[src/rtl/qspi_arb_pkg.sv]
// qspi_arb_pkg: shared encodings for the QSPI bus arbiter.
// Chip-select, FSM, owner, size codes and address-decode helpers.
package qspi_arb_pkg;

  typedef enum logic [1:0] {
    SEL_NONE  = 2'd0,
    SEL_FLASH = 2'd1,
    SEL_RAM_A = 2'd2,
    SEL_RAM_B = 2'd3
  } sel_e;

  typedef enum logic [1:0] {
    ST_IDLE,
    ST_ISSUE,
    ST_ACTIVE,
    ST_GAP
  } state_e;

  typedef enum logic [1:0] {
    OWN_NONE,
    OWN_INSTR,
    OWN_DATA
  } owner_e;

  typedef enum logic [1:0] {
    SZ_BYTE = 2'd0,
    SZ_HALF = 2'd1,
    SZ_WORD = 2'd2
  } size_e;

  localparam int RAM_B_BIT = 23;
  localparam int DEV_BIT   = 24;

  function automatic sel_e dec_sel(
    input logic [24:0] a
  );
    sel_e s;
    s = SEL_FLASH;
    unique case (1'b1)
      !a[DEV_BIT]:                 s = SEL_FLASH;
      a[DEV_BIT] && !a[RAM_B_BIT]: s = SEL_RAM_A;
      a[DEV_BIT] && a[RAM_B_BIT]:  s = SEL_RAM_B;
      default:                     s = SEL_FLASH;
    endcase
    return s;
  endfunction

  // RAM devices are 8 MiB, so their local address drops the bank bit.
  function automatic logic [23:0] dev_addr(
    input logic [24:0] a
  );
    logic [23:0] r;
    if (!a[DEV_BIT]) r = a[23:0];
    else             r = {1'b0, a[22:0]};
    return r;
  endfunction

endpackage

[src/rtl/qspi_bus_arbiter_pick.sv]
// qspi_arb_pick: instr/data priority pick with starvation counter.
// Ports: clk, rst, en, instr_req, data_req -> grant_instr, grant_data.
module qspi_arb_pick #(
  parameter int MAX_DATA_WINS = 4
) (
  input  logic clk,
  input  logic rst,
  input  logic en,
  input  logic instr_req,
  input  logic data_req,
  output logic grant_instr,
  output logic grant_data
);

  localparam int CW = $clog2(MAX_DATA_WINS + 1);
  localparam logic [CW-1:0] WMAX = CW'(MAX_DATA_WINS);

  logic [CW-1:0] win_cnt;
  logic          force_i;

  always_comb begin
    force_i     = instr_req && (win_cnt == WMAX);
    grant_data  = en && data_req && !force_i;
    grant_instr = en && instr_req && !grant_data;
  end

  // Counts data wins only while a fetch is actually waiting.
  always_ff @(posedge clk) begin
    if (rst) begin
      win_cnt <= '0;
    end else if (!instr_req || grant_instr) begin
      win_cnt <= '0;
    end else if (grant_data && win_cnt != WMAX) begin
      win_cnt <= win_cnt + 1'b1;
    end
  end

endmodule

[src/rtl/qspi_bus_arbiter.sv]
// qspi_bus_arbiter: shares qspi_ctrl between fetch and data ports.
// Ports: instr_* / data_* CPU side, ctrl_* controller side, rdata.
// Option: QSPI_ARB_TIMEOUT_EN adds an ACTIVE watchdog (ctrl_abort).
module qspi_bus_arbiter
  import qspi_arb_pkg::*;
#(
  parameter int GAP_CYCLES     = 2,
  parameter int MAX_DATA_WINS  = 4,
  parameter int TIMEOUT_CYCLES = 1023
) (
  input  logic        clk,
  input  logic        rst,
  input  logic        instr_req,
  input  logic [23:0] instr_addr,
  output logic        instr_gnt,
  output logic        instr_rvalid,
  output logic        instr_done,
  input  logic        data_req,
  input  logic [24:0] data_addr,
  input  logic        data_we,
  input  logic [1:0]  data_size,
  input  logic [31:0] data_wdata,
  output logic        data_gnt,
  output logic        data_rvalid,
  output logic        data_done,
  output logic        data_err,
  output logic [31:0] rdata,
  output logic        ctrl_start,
  output logic [1:0]  ctrl_sel,
  output logic [23:0] ctrl_addr,
  output logic        ctrl_we,
  output logic [1:0]  ctrl_size,
  output logic [31:0] ctrl_wdata,
  input  logic        ctrl_rvalid,
  input  logic [31:0] ctrl_rdata,
  input  logic        ctrl_done,
  output logic        ctrl_abort
);

  localparam logic [3:0] GAP_LAST = 4'(GAP_CYCLES - 1);

  state_e      state_q, state_d;
  owner_e      owner_q;
  sel_e        sel_q;
  logic [3:0]  gap_q;
  logic [23:0] addr_q;
  logic        we_q;
  logic [1:0]  size_q;
  logic [31:0] wdata_q;

  logic grant_instr, grant_data;
  logic flash_wr, issue, act, fin, abort;

  qspi_arb_pick #(
    .MAX_DATA_WINS(MAX_DATA_WINS)
  ) u_pick (
    .clk        (clk),
    .rst        (rst),
    .en         (state_q == ST_IDLE && !rst),
    .instr_req  (instr_req),
    .data_req   (data_req),
    .grant_instr(grant_instr),
    .grant_data (grant_data)
  );

`ifdef QSPI_ARB_TIMEOUT_EN
  localparam logic [9:0] TO_LAST = 10'(TIMEOUT_CYCLES - 1);

  logic [9:0] to_q;

  always_ff @(posedge clk) begin
    if (rst || state_q != ST_ACTIVE) to_q <= '0;
    else                             to_q <= to_q + 10'd1;
  end

  // A done in the same cycle wins over the watchdog.
  assign abort = (state_q == ST_ACTIVE) &&
                 (to_q == TO_LAST) && !ctrl_done;
`else
  assign abort = 1'b0;
`endif

  assign ctrl_abort = abort;

  always_comb begin
    state_d = state_q;
    issue   = 1'b0;
    // Flash write is rejected at grant time and never issued.
    flash_wr = grant_data && data_we && !data_addr[DEV_BIT];
    unique case (state_q)
      ST_IDLE: begin
        if (grant_instr || (grant_data && !flash_wr)) begin
          state_d = ST_ISSUE;
          issue   = 1'b1;
        end
      end
      ST_ISSUE:  state_d = ST_ACTIVE;
      ST_ACTIVE: if (ctrl_done || abort) state_d = ST_GAP;
      ST_GAP:    if (gap_q == GAP_LAST) state_d = ST_IDLE;
      default:   state_d = ST_IDLE;
    endcase
  end

  always_comb begin
    act          = (state_q == ST_ACTIVE);
    fin          = act && (ctrl_done || abort);
    instr_gnt    = grant_instr;
    data_gnt     = grant_data;
    instr_rvalid = act && owner_q == OWN_INSTR && ctrl_rvalid;
    data_rvalid  = act && owner_q == OWN_DATA && ctrl_rvalid;
    instr_done   = fin && owner_q == OWN_INSTR;
    data_done    = fin && owner_q == OWN_DATA;
    data_err     = flash_wr || (abort && owner_q == OWN_DATA);
    ctrl_start   = (state_q == ST_ISSUE);
    ctrl_sel     = sel_q;
    ctrl_addr    = addr_q;
    ctrl_we      = we_q;
    ctrl_size    = size_q;
    ctrl_wdata   = wdata_q;
    rdata        = ctrl_rdata;
  end

  always_ff @(posedge clk) begin
    if (rst) begin
      state_q <= ST_IDLE;
      gap_q   <= '0;
      owner_q <= OWN_NONE;
      sel_q   <= SEL_NONE;
      addr_q  <= '0;
      we_q    <= 1'b0;
      size_q  <= '0;
      wdata_q <= '0;
    end else begin
      state_q <= state_d;
      gap_q   <= (state_q == ST_GAP) ? gap_q + 4'd1 : 4'd0;
      if (issue && grant_instr) begin
        owner_q <= OWN_INSTR;
        sel_q   <= SEL_FLASH;
        addr_q  <= instr_addr;
        we_q    <= 1'b0;
        size_q  <= SZ_WORD;
        wdata_q <= '0;
      end else if (issue) begin
        owner_q <= OWN_DATA;
        sel_q   <= dec_sel(data_addr);
        addr_q  <= dev_addr(data_addr);
        we_q    <= data_we;
        size_q  <= data_size;
        wdata_q <= data_wdata;
      end else if (fin) begin
        owner_q <= OWN_NONE;
        sel_q   <= SEL_NONE;
        we_q    <= 1'b0;
      end
    end
  end

endmodule

[config.mk]
export PLATFORM = sky130hd
export DESIGN_NAME = qspi_bus_arbiter
export DESIGN_NICKNAME = d
export VERILOG_FILES = /design/src/rtl/qspi_arb_pkg.sv /design/src/rtl/qspi_bus_arbiter_pick.sv /design/src/rtl/qspi_bus_arbiter.sv
export SDC_FILE = /design/constraint.sdc
export NUM_CORES = 1
export LEC_CHECK = 0
export BUFFER_PORTS_ARGS = -buffer_cell sky130_fd_sc_hd__buf_2
export CELL_PAD_IN_SITES_DETAIL_PLACEMENT = 0
export CELL_PAD_IN_SITES_GLOBAL_PLACEMENT = 1
export CORE_ASPECT_RATIO = 1.2
export CORE_MARGIN = 2
export CORE_UTILIZATION = 33
export DETAILED_ROUTE_END_ITERATION = 6
export GPL_TIMING_DRIVEN = 0
export PLACE_DENSITY_LB_ADDON = 0.1
export SETUP_SLACK_MARGIN = 0.15
export SYNTH_ARGS = -nofsm -noshare
export SYNTH_HDL_FRONTEND = slang
export SYNTH_SLANG_ARGS = --single-unit
[constraint.sdc]
create_clock -name clk -period 5.42 [get_ports clk]
set_input_delay 0 -clock clk [delete_from_list [all_inputs] [get_ports clk]]
set_output_delay 0 -clock clk [all_outputs]
set_load 0.01 [all_outputs]
---- After elaboration in Yosys (flattened, before gate mapping) ----
Cells that the tools add are included.
storage, ports and cells
  output and inout port bits .............. 102
  logic and storage cells ................. 82
  bits in registers ....................... 72
operators by class
  add/sub/neg operators ................... 2
  equal/unequal tests ..................... 11
  bitwise logic cells ..................... 1
  muxes and demuxes ....................... 19
  reductions and logical operators ........ 37
operators with widths
  cell                   count
  $mux W24               3
  $logic_and A1 B1 Y1    20
  $mux W2                8
  $pmux W2 S4            1
  $logic_not A1 Y1       7
  $eq A2 B2 Y1 const B   3
  $mux W1                6
  $reduce_or A2 Y1       3
  $add A4 B1 Y4 const B  1
  $eq A2 B1 Y1 const B   2
  $eq A4 B1 Y1 const B   1
  $ne A2 B2 Y1 const B   2
  $pmux W2 S2            1
  $reduce_bool A2 Y1     2
  $add A3 B1 Y3 const B  1
  $eq A3 B3 Y1 const B   1
  $ne A3 B3 Y1 const B   1
  $reduce_and A3 Y1      1
  $reduce_bool A3 Y1     1
  $logic_not A2 Y1       1
  $logic_or A1 B1 Y1     2
  $ne A2 B1 Y1 const B   1
  $not A1 Y1             1

---- Depth between registers and ports, before layout ----
  word-level depth ........................ 13
  mapped depth ............................ 9

---- Modules after synthesis ----
A second synthesis with hierarchy kept.
unflattened totals
  cell total of the unflattened synthesis .. 422
  area total of the unflattened synthesis .. 3474.6 um2
modules (own cells, without submodules)
  module            area an instance (um2)  sequential area each (um2)  instances  cells an instance
  qspi_bus_arbiter  3275.6                  1381.3                      1          398
  qspi_arb_pick     198.9                   60.1                        1          24

---- Worst setup path before layout ----
No wires, ideal clock.
  path kind ............................... register to register
  start ................................... reg state_q[0]
  end ..................................... reg size_q[1], in the netlist ctrl_size[1]
  clock period less this slack ............ 1.733 ns
  data arrival time ....................... 1.590 ns
  required time ........................... 5.278 ns
  slack ................................... 3.687 ns
  path buffers ............................ 2
  cell stages (with the launch flop) ...... 10
  cells stage by stage .................... dfxtp_1 -> inv_1 -> ha_1 -> and2b_1 -> buf_6 -> nand3_4 -> inv_4 -> buf_6 -> nor4_1 -> nor3_1
RTL lines
  item                                                  RTL line                     RTL
  from (decl)                                           qspi_bus_arbiter.sv:42       state_e state_q, state_d;
  from (signal assigned)                                qspi_bus_arbiter.sv:134      state_q <= state_d;
  $logic_not A2 Y1 *                                    qspi_bus_arbiter.sv:59       .en (state_q == ST_IDLE && !rst),
  $logic_and A1 B1 Y1 *                                 qspi_bus_arbiter.sv:59
  $logic_and A1 B1 Y1 (2 in series)                     qspi_bus_arbiter_pick.sv:23  grant_data = en && data_req && !force_i;
  $logic_not A1 Y1                                      qspi_bus_arbiter_pick.sv:24  grant_instr = en && instr_req && !grant_data;
  $logic_and A1 B1 Y1 *                                 qspi_bus_arbiter_pick.sv:24
  via instr_gnt                                         qspi_bus_arbiter.sv:15       output logic instr_gnt,
  $logic_or A1 B1 Y1                                    qspi_bus_arbiter.sv:92       if (grant_instr || (grant_data && !flash_wr)) begin
  $mux W1                                               qspi_bus_arbiter.sv:92
  $mux W1                                               qspi_bus_arbiter.sv:90       unique case (state_q)
  $logic_and A1 B1 Y1                                   qspi_bus_arbiter.sv:136      if (issue && grant_instr) begin
  $mux W2 / $reduce_bool A2 Y1 (equally long branches)  --
  to (signal assigned)                                  qspi_bus_arbiter.sv:148      size_q <= data_size;
  to (decl)                                             qspi_bus_arbiter.sv:48       logic [1:0] size_q;
The timed path passes the listed nets; every way through them passes the cells marked *.
A chain may end at the register's enable or synchronous reset.

---- Worst setup path in the final report ----
  start ................................... reg state_q[1]
  end ..................................... reg addr_q[12], in the netlist ctrl_addr[12]
between the ends
  word-level cells in the longest chain between the ends .. 13
RTL lines
  item                                                   RTL line                                        RTL
  $logic_not A2 Y1 *                                     qspi_bus_arbiter.sv:59, qspi_bus_arbiter.sv:90
  $logic_and A1 B1 Y1                                    qspi_bus_arbiter.sv:59
  $logic_and A1 B1 Y1 (2 in series)                      qspi_bus_arbiter_pick.sv:23
  $logic_and A1 B1 Y1 (2 in series)                      qspi_bus_arbiter.sv:89                          flash_wr = grant_data && data_we && !data_addr[DEV_BIT];
  $logic_not A1 Y1                                       qspi_bus_arbiter.sv:92
  $logic_and A1 B1 Y1                                    qspi_bus_arbiter.sv:92
  $logic_or A1 B1 Y1                                     qspi_bus_arbiter.sv:92
  $mux W1                                                qspi_bus_arbiter.sv:92
  $mux W1                                                qspi_bus_arbiter.sv:90
  $logic_and A1 B1 Y1                                    qspi_bus_arbiter.sv:136
  $mux W24 / $reduce_bool A2 Y1 (equally long branches)  --
  to (signal assigned)                                   qspi_bus_arbiter.sv:139                         addr_q <= instr_addr;
  to (signal assigned)                                   qspi_bus_arbiter.sv:146                         addr_q <= dev_addr(data_addr);
  to (decl)                                              qspi_bus_arbiter.sv:46                          logic [23:0] addr_q;
Mark *: on every way between the ends. The rest lies on a longest branch, timed or not.

==> flow_summary.yaml <==
yosys:
  synth_top_family_by_area: "compound AO/OA/AOI/OAI gates"
  ys_seq_area_frac: 0.3845
  ys_ff_latch: 72
  yosys.area_share.simple: 0.1609
  muxShareOfSynthArea: 0.005340
  synthCells: 428
  async_flop_share: 0
  postSynthAreaPerCell_um2: 8.758
  syn-num-nets: 559
  synth_compound_area_frac: 0.2714
  synth_edf_count: 0
  ys_types: 43
  syn_area_um2: 3749
  yosys_warnings: 0
  synthAdderAreaFrac: 0.03004
  synth_xor_area_frac: 0.009346
  ys.flop_type: "dfxtp_1"
min_path:
  hp-class: "in2reg"
clock_network:
  clock_latency_ns: 0.33
  cts_tree: "built"
  clockBufferDepth: 2
  clockRootBuffer: "clkbuf_16"
  clk_pin_slew_ns: 0.06
  cts.sinks: 72
  cts_buffers: 9
  cts_max_level: 3
finish:
  insertedDiodeCount: 0
  regArea_um2: 1441
  fill_cells: 1069
  mostFrequentLayoutCell: "buf_2"
  drive_gt1_frac: 0.4331
  final_nets: 844
  final_cell_mix: "buf_2 (204), dlygate4sd3_1 (84), dfxtp_1 (72)"
  multiInputGateArea_um2: 1792
  syn_to_final_growth_pct: 60.61
power_and_ir_drop:
  ir_worst_vdd_mv: 0.1626
  p_leak_nw: 2.775
  p_per_area_nw_per_um2: 351.3
worst_setup_path:
  worst_setup_path_start_kind: "register"
  end_kind: "register"
  cp.arrival_ns: 2.78
  required_ns: 5.63
  criticalPathCategory: "reg2reg"
  worstPathMaxFanout: 10
timing:
  relSlewSlack: 0.5279
  min_period_ns: 2.572
  tightest_slew_ns: 0.7081
  fin_crit_sh: 0.4746
  hold_viol_final: 0
  fmax_mhz: 388.7
  clock_skew_ns: 0.007644
  slew_violations: 0
  setup_viol: 0
  layout_setup_ws_ns: 2.848
  rsz0062_at_grt: "no"
  finalSetupTns_ns: 0
global_route:
  overflow: 0
  grt_pass1_vias: 3953
  grt_usage: 0.1941
  grt_max_degree: 12
  antenna_found_initial: 0
  grt_first_pass_wirelength_um: 18850
drt:
  drcViolationCount: 0
  ant_nets: 0
  drt-total-wl_um: 12260
  viasPerCell: 4.861
  dr.first_iter.drc_count: 115
  wl_per_cell_um: 14.42
  drt_first_pass_iters: 4
  vias: 4132
floorplan:
  core_area_um2: 11040
  ios: 224
  fp.dieH_um: 120.8
  die-area_um2: 12230
  start_util: 0.3397
  num_rows: 42
  die_w_um: 101.3
place:
  port_buffers: 190
  dpl.hpwl_um: 8566
  place_ws_ns: 3.430
  place.gp.congestion: 0.7563
run_status:
  status: "finished clean"
flow_run:
  max_cap_violations: 0
==> cells by family after synthesis <==
logic type,Yosys count
muxes,2
AOI/OAI and AO/OA,136
other,1
DFF,72
buffers and inverters,76
and+or+nand+nor,128
adders and majority gates,9
xor gates and xnor gates,4
==> area by class of cell <==
class	instances	area share
Clock buffer	13	0.04156
Sequential cell	72	0.2394
Clock inverter	3	0.01081
Multi-Input combinational cell	280	0.2976
Tap cell	132	0.02743
Inverter	6	0.004156
Timing Repair Buffer	274	0.2976
Buffer	70	0.08146
==> routing by layer <==
metal / up-vias / GRT usage / share of wire
li1: 2046 / - / -
met1: 1926 / 0.2282 / 0.42
met2: 144 / 0.3415 / 0.50
met3: 16 / 0.03931 / 0.060
met4: 0 / 0.07517 / 0.016
met5: - / 0 / 0
==> state kept, by name (all words and copies together), names as in the netlist <==
name,cells
state_q,2
ctrl_wdata,32
ctrl_we,1
u_pick.win_cnt,3
gap_q,4
owner_q,2
ctrl_sel,2
ctrl_addr,24
ctrl_size,2
==> what timing repair did <==
| action | 4_1_cts | 5_1_grt |
|---|---|---|
| gates resized for setup | 0 | 0 |
| endpoints found under the hold margin | 60 | 0 |
| buffers inserted | 0 | 0 |
| hold buffers | 84 | 0 |
| endpoints found under the setup margin | 0 | 0 |
==> per-stage QoR <==
stage                     total power [mW]  cells  hold WS (ns)  instance area, µm²  utilization
after floorplan                      1.164    428       0.09177                3749            -
after global placement               1.388    750        0.1854                4865       0.4408
after detailed placement             1.402    750        0.1843                4865       0.4408
after CTS                            2.127    850       0.05083                6021       0.5456
after global routing                 2.245    850       0.07655                6021       0.5456
final                                2.115    850       0.05497                6021       0.5456
==> worst max-delay path, stage by stage, from the launching register on <==
cell and delay, ns:
dfxtp_1 0.35, inv_1 0.13, ha_1 0.27, and2b_1 0.16
buf_6 0.13, o21ai_2 0.07, buf_6 0.15, nor2_4 0.27
buf_6 0.22, a311oi_2 0.10, dlygate4sd3_1 0.60
==> final timing paths <==
kind | start | end | slack, ns | depth (start not counted)
setup / recovery | state_q[1]$_SDFFE_PP0P_ | ctrl_addr[12]$_SDFFE_PP0P_ | 2.85 | 10
hold reg to reg | gap_q[0]$_SDFF_PP0_ | gap_q[0]$_SDFF_PP0_ | 0.46 | 1
hold / removal | data_addr[23] | ctrl_sel[0]$_SDFFE_PP0P_ | 0.05 | 3
setup reg to reg | state_q[1]$_SDFFE_PP0P_ | ctrl_addr[12]$_SDFFE_PP0P_ | 2.85 | 10
==> power by group <==
group	internal [mW]	switching (mW)
registers	0.616	0.0533
logic	0.384	0.428
clock network	0.415	0.219
total	1.41	0.700
==> Yosys cell counts, types with 3 or more instances <==
cell type | number | area share
buf_2 | 14 | 0.019
nand2b_1 | 4 | 0.0067
nand2_1 | 56 | 0.056
a311oi_1 | 5 | 0.012
a21oi_1 | 45 | 0.060
clkbuf_1 | 7 | 0.0070
o21ai_0 | 33 | 0.044
inv_1 | 5 | 0.0050
o211ai_1 | 3 | 0.0060
a311oi_2 | 20 | 0.080
buf_4 | 38 | 0.076
ha_1 | 9 | 0.030
dfxtp_1 | 72 | 0.38
buf_6 | 9 | 0.027
a21oi_2 | 20 | 0.047
nor2_1 | 14 | 0.014
nand3_1 | 38 | 0.051
Note: power is estimated with default switching activity, not from simulation.
